`src/rtl/spi_cmd_tx.sv`:
```
// SPI mode-0 command transmitter: shifts {cmd_word, data_word} out MSB first
// inside one CSB frame, with lead, trail and inter-packet gap of one SCLK half-period each.
module spi_cmd_tx #(
  parameter int PACKET_WIDTH = 24,
  parameter int DATA_WIDTH   = PACKET_WIDTH - 8,
  parameter int HALF_PERIOD  = 4
) (
  input  logic                  sys_clk,
  input  logic                  rst,
  input  logic [7:0]            cmd_word,
  input  logic [DATA_WIDTH-1:0] data_word,
  input  logic                  start,
  output logic                  busy,
  output logic                  done,
  output logic                  sclk,
  output logic                  mosi,
  output logic                  csb
);

  localparam int HW = $clog2(HALF_PERIOD) + 1;
  localparam int BW = $clog2(PACKET_WIDTH) + 1;
  localparam logic [HW-1:0] H_RELOAD = HW'(HALF_PERIOD - 1);
  localparam logic [BW-1:0] B_RELOAD = BW'(PACKET_WIDTH - 1);

  typedef enum logic [2:0] {IDLE, LEAD, SHIFT, TRAIL, GAP} state_t;

  state_t                  state_q;
  logic [HW-1:0]           hcnt_q;
  logic [BW-1:0]           bcnt_q;
  logic [PACKET_WIDTH-1:0] shreg_q;
  logic                    busy_q, done_q, sclk_q, mosi_q, csb_q;
  logic                    hp_end;

  assign hp_end = (hcnt_q == '0);

  always_ff @(posedge sys_clk or posedge rst) begin
    if (rst) begin
      state_q <= IDLE;
      hcnt_q  <= '0;
      bcnt_q  <= '0;
      shreg_q <= '0;
      busy_q  <= 1'b0;
      done_q  <= 1'b0;
      sclk_q  <= 1'b0;
      mosi_q  <= 1'b0;
      csb_q   <= 1'b1;
    end else begin
      done_q <= 1'b0;
      case (state_q)
        IDLE: begin
          // accepting in the done cycle is what makes the CSB-high gap H+1
          if (start) begin
            shreg_q <= PACKET_WIDTH'({cmd_word, data_word});
            mosi_q  <= cmd_word[7];
            csb_q   <= 1'b0;
            busy_q  <= 1'b1;
            hcnt_q  <= H_RELOAD;
            state_q <= LEAD;
          end
        end
        LEAD: begin
          if (hp_end) begin
            sclk_q  <= 1'b1;
            hcnt_q  <= H_RELOAD;
            bcnt_q  <= B_RELOAD;
            state_q <= SHIFT;
          end else begin
            hcnt_q <= hcnt_q - 1'b1;
          end
        end
        SHIFT: begin
          if (hp_end) begin
            hcnt_q <= H_RELOAD;
            if (!sclk_q) begin
              sclk_q <= 1'b1;
            end else begin
              sclk_q <= 1'b0;
              // last falling edge leaves the LSB on mosi
              if (bcnt_q == '0) begin
                state_q <= TRAIL;
              end else begin
                shreg_q <= {shreg_q[PACKET_WIDTH-2:0], 1'b0};
                mosi_q  <= shreg_q[PACKET_WIDTH-2];
                bcnt_q  <= bcnt_q - 1'b1;
              end
            end
          end else begin
            hcnt_q <= hcnt_q - 1'b1;
          end
        end
        TRAIL: begin
          if (hp_end) begin
            csb_q   <= 1'b1;
            hcnt_q  <= H_RELOAD;
            state_q <= GAP;
          end else begin
            hcnt_q <= hcnt_q - 1'b1;
          end
        end
        GAP: begin
          if (hp_end) begin
            busy_q  <= 1'b0;
            done_q  <= 1'b1;
            state_q <= IDLE;
          end else begin
            hcnt_q <= hcnt_q - 1'b1;
          end
        end
        default: state_q <= IDLE;
      endcase
    end
  end

  assign busy = busy_q;
  assign done = done_q;
  assign sclk = sclk_q;
  assign mosi = mosi_q;
  assign csb  = csb_q;

endmodule
```
`config.mk`:
```
export PLATFORM = sky130hd
export DESIGN_NAME = spi_cmd_tx
export DESIGN_NICKNAME = d
export VERILOG_FILES = /design/src/rtl/spi_cmd_tx.sv
export SDC_FILE = /design/constraint.sdc
export NUM_CORES = 1
export LEC_CHECK = 0
export CORE_MARGIN = 3
export CORE_UTILIZATION = 51
export DETAILED_ROUTE_END_ITERATION = 8
export PLACE_DENSITY = 0.79
export SLEW_MARGIN = 25
export SYNTH_ARGS = -nofsm -noshare
export SYNTH_HDL_FRONTEND = slang
export SYNTH_SLANG_ARGS = --single-unit
```
`constraint.sdc`:
```
create_clock -name sys_clk -period 3.16 [get_ports sys_clk]
set_clock_uncertainty 0.05 [all_clocks]
set_input_delay 0.632 -clock sys_clk [delete_from_list [all_inputs] [get_ports sys_clk]]
set_output_delay 0.632 -clock sys_clk [all_outputs]
set_load 0.005 [all_outputs]
```
## Word-level counts from Yosys, hierarchy flattened

Cells that the tools add are included.

| cells by class | value |
|---|---|
| eq/ne operators | 13 |
| reduce and logical (&&, ||, !) cells | 16 |
| $add $sub $neg | 2 |
| muxes and demuxes | 38 |

Operator list:

| cell | number |
|---|---|
| 2-to-1 mux 23 bit | 4 |
| one-hot mux 23 bit (2 select lines) | 1 |
| 2-to-1 mux 3 bit | 10 |
| 2-to-1 mux 6 bit | 4 |
| inequality test 2 bit, second input constant | 9 |
| one-hot mux 3 bit (5 select lines) | 1 |
| 2-to-1 mux 1 bit | 12 |
| one-hot mux 6 bit (2 select lines) | 1 |
| AND reduction 3 bit | 4 |
| AND reduction 5 bit | 2 |
| one-hot mux 3 bit (3 select lines) | 1 |
| one-hot mux 1 bit (2 select lines) | 4 |
| nonzero test 2 bit | 4 |
| AND reduction 7 bit | 1 |
| equality test 3 x 2 -> 1 bit, second input constant | 2 |
| zero test 3 bit | 2 |
| zero test 6 bit | 1 |
| subtractor 6 x 1 -> 6 bit, second input constant | 1 |
| equality test 3 x 1 -> 1 bit, second input constant | 1 |
| equality test 3 bit, second input constant | 1 |
| nonzero test 3 bit | 1 |
| OR reduction 3 bit | 1 |
| subtractor 3 x 1 -> 3 bit, second input constant | 1 |

| storage, ports and cells | value |
|---|---|
| output and inout bits | 5 |
| logic and storage cells | 78 |
| input bits | 27 |
| register bits | 40 |

## Depth between registers and ports, before layout

| depth | value |
|---|---|
| depth after elaboration | 5 |
| depth in mapped cells | 7 |
| mapped depth without buffers | 6 |

## Worst setup path before layout

OpenSTA, ideal clock, no wires.

| timing path | value |
|---|---|
| path type | register -> register |
| start point | register hcnt_q[0] |
| end point | register mosi_q, in the netlist mosi |
| clock period less this slack | 1,956 ps |
| arrival | 1,781 ps |
| path buffers | 1 |
| setup time | 125 ps |
| data required time | 2,985 ps |
| slack | 1,204 ps |
| stages on the path, launching flop included | 8 |
| path through | dfrtp_1 inv_1 ha_1 nand2b_1 a211o_2 a21oi_4 buf_6 mux2_2 |

| between the ends | value |
|---|---|
| cells in the longest elaborated chain, start to end | 3 |

Ends and longest elaborated chain:

| what | RTL line | source |
|---|---|---|
| from (decl) | 28 | `logic [HW-1:0] hcnt_q;` |
| from (signal assigned) | 68 | `hcnt_q <= hcnt_q - 1'b1;` |
| from (signal assigned) | 88 | `hcnt_q <= hcnt_q - 1'b1;` |
| from (signal assigned) | 97 | `hcnt_q <= hcnt_q - 1'b1;` |
| zero test 3 bit | 34 | `assign hp_end = (hcnt_q == '0);` |
| inequality test 2 bit (no line) | n/a |  |
| AND reduction 5 bit (no line) | n/a |  |
| to (signal assigned) | 54 | `mosi_q <= cmd_word[7];` |
| to (signal assigned) | 83 | `mosi_q <= shreg_q[PACKET_WIDTH-2];` |
| to (decl) | 31 | `logic busy_q, done_q, sclk_q, mosi_q, csb_q;` |

Every way passes these cells.
A chain may end at the register's enable or synchronous reset.

## Worst setup path in the final report

| timing path | value |
|---|---|
| start point | register hcnt_q[0] |
| end point | register shreg_q[2] |

| between the ends | value |
|---|---|
| cells in the longest elaborated chain, start to end | 3 |

Ends and longest elaborated chain:

| what | RTL line | source |
|---|---|---|
| zero test 3 bit | 34 |  |
| inequality test 2 bit (no line) | n/a |  |
| AND reduction 5 bit (no line) | n/a |  |
| to (signal assigned) | 53 | `shreg_q <= PACKET_WIDTH'({cmd_word, data_word});` |
| to (signal assigned) | 82 | `shreg_q <= {shreg_q[PACKET_WIDTH-2:0], 1'b0};` |
| to (decl) | 30 | `logic [PACKET_WIDTH-1:0] shreg_q;` |

Every way passes these cells.

==> reports/results.tsv <==
metric	value	unit
yosysTopAreaCell	dfrtp_1	
synth-async-reset-ratio	1.00	
syn_inst	190	
row_count	23	
status	finished clean	
slowest_delay	0.44	ns
worst_ep_arrival_time	2.55	ns
dp_hpwl	2740	um
worstHoldStart	shreg_q[19]	
finalNonFillerCells	272	
min_period	2.42	ns
grt_pass1_vias	1538	
startpoint_type	flip-flop	
top_usage_layer	met2	
die_w	71.1	um
vias	1515	
drtAntennaViolNets	0	
use_met2	0.277	
core_area	0.00403	mm^2
port_buffers	31	
via_per_inst	5.57	
grt_start_max_net_pins	41	
finalCritPeriodShare	0.767	
cp_cell_sequence	inv_1 -> ha_1 -> nand2b_1 -> a211o_2 -> a21oi_4 -> buf_4 -> mux2_2	
first_iter_violations	107	
netlist_area	0.00216	mm^2
cts_sinks	40	
syn_to_final_growth	19.8	%
die_area	0.00505	mm^2
max_freq	413	MHz
cts_root_buffer	clkbuf_8	
antenna_found_initial	0	
worst_setup_path_end_kind	flip-flop	
drive_gt1_frac	0.284	
slowest_stage	a211o_2	
drt-pass1-iter-count	4	
drc	0	
ys_ff_latch	40	
placedCellCount	264	
path_clk_slew	0.08	ns
crit_start	hcnt_q[0]	
cp_max_fo	24	
use_met3	0.0526	
rsz0062_at_grt	false	
cts_hold_buf	0	
tritoncts	done	
synth_area_leaders	dfrtp_1 45%, mux2_2 25%, ha_1 2.3%	
clock_latency	0.30	ns
use_met1	0.216	
gp_congestion	0.838	
maxSlewViolCount	0	
final_hold_viol_count	0	
start_util	0.536	
synth_edf_count	0	
ios	32	
gr-total-overflow	0	
nNetsFinal	252	
cts.path.max_buffers	2	
die_h	71.1	um
syn_nets	221	
hp-class	flip-flop to flip-flop	
ys.flop_type	dfrtp_1	
power_density	838	mW/mm^2
numCtsBuffers	5	
wl_per_cell	14.4	um
cts_max_level	2	
timing.rr.start	hcnt_q[0]	
grt_pass1_wl	6890	um
cts-resized-gates	0	
cap_violations	0	
synth_cell_types	39	
wl	3920	um
finalSetupViolations	0	
p_leak	0.00104	uW
synth.top_cell.area_share	0.452	
ys_seq_area_frac	0.464	
yosysWarnings	0	
tns	0	ns
n_antenna_cell	0	
worstPathRequired	3.29	ns
cts_setup_buffers	0	
ir_drop	0.402	mV
relSlewSlack	0.589	
critPathKind	flip-flop to flip-flop	
grt.total_usage	0.172	
syn_area_per_cell	11.4	um^2
worst_slew_pin_slew	0.616	ns
## cell usage after synthesis (all sizes together), types with 3 or more instances
| master | count |
|---|---|
| nor3 | 4 |
| nand2 | 6 |
| a21oi | 7 |
| buf | 3 |
| o21ai | 9 |
| nand3 | 5 |
| dfrtp | 39 |
| mux2 | 48 |
| nand2b | 3 |
| inv | 11 |
| ha | 4 |
| nor2 | 12 |
| clkbuf | 7 |
| a211o | 3 |
| nor4 | 3 |
## final timing paths
kind	end	slack [ns]	depth (start not counted)
worst max-delay path	shreg_q[2]	0.74	7
max in group asynchronous	csb	1.99	3
worst min-delay path	shreg_q[19]	0.45	1
worst max register to register	shreg_q[2]	0.74	7
worst min register to register	shreg_q[19]	0.45	1
min in group asynchronous	shreg_q[14]	0.72	3
## layout make-up
cell class	instances	area, um^2
multi-input combinational	129	1060
clock buffer	7	76.3
timing repair buffer	34	333
fill	317	1440
inverter	11	41.3
clock inverter	1	8.76
sequential	40	1000
tap	50	62.6
## stage by stage
stage	setup WS [ns]	hold WS (ns)	util	instance area, um^2	total power (uW)
floorplan	1.20	0.417	-	2160	1630
global placement	0.778	0.436	0.621	2500	1800
detailed placement	0.741	0.440	0.621	2500	1850
CTS	0.727	0.459	0.642	2590	2190
global route	0.584	0.473	0.642	2590	2350
finish	0.737	0.455	0.642	2590	2170
## worst max-delay path, delay by kind of cell (launching register included)
family	cells	cell delay (ns)
AO/OA/AOI/OAI	2	0.56
adder cells (fa/ha/maj)	1	0.21
buffers and inverters	2	0.41
flip-flops	1	0.43
multiplexers	1	0.38
AND/OR/NAND/NOR	1	0.26
## cell usage in the layout, fill, tap and decap left out, drive strengths merged, types with 2 or more instances in the layout
cell type	netlist	routed
clkbuf	7	7
nor3	4	4
a21oi	7	7
nor2	12	12
clkdlybuf4s50	0	31
and3	2	2
a211o	3	3
inv	11	11
or2	2	2
xnor2	2	2
mux2	48	48
nand2b	3	3
o21ai	9	9
nor3b	2	2
nor4	3	3
nand3	5	5
a31oi	2	2
o31ai	2	2
dfrtp	39	39
buf	3	3
nand2	6	6
ha	4	4
## power by group
part	internal (uW)	switching, uW
Clock	158	173
Sequential	743	203
Combinational	518	372
## flip-flops by register name, summed over array words and instances, names as in the netlist
register  flops
state_q       3
csb           1
done          1
shreg_q      23
hcnt_q        3
mosi          1
bcnt_q        6
sclk          1
busy          1
## layer usage
layer,vias up,wire [um]
li1,742,-
met1,733,1750
met2,33,1910
met3,7,192
met4,0,68
met5,-,0
## kinds of logic after synthesis
| kind of cell | synth area share |
|---|---|
| muxes | 0.250 |
| and+or+nand+nor | 0.108 |
| DFF | 0.464 |
| AOI/OAI and AO/OA | 0.0979 |
| buffers and inverters | 0.0440 |
| adders and majority gates | 0.0232 |
| xor gates and xnor gates | 0.0122 |
No activity file was read; power rests on OpenSTA's default activity.
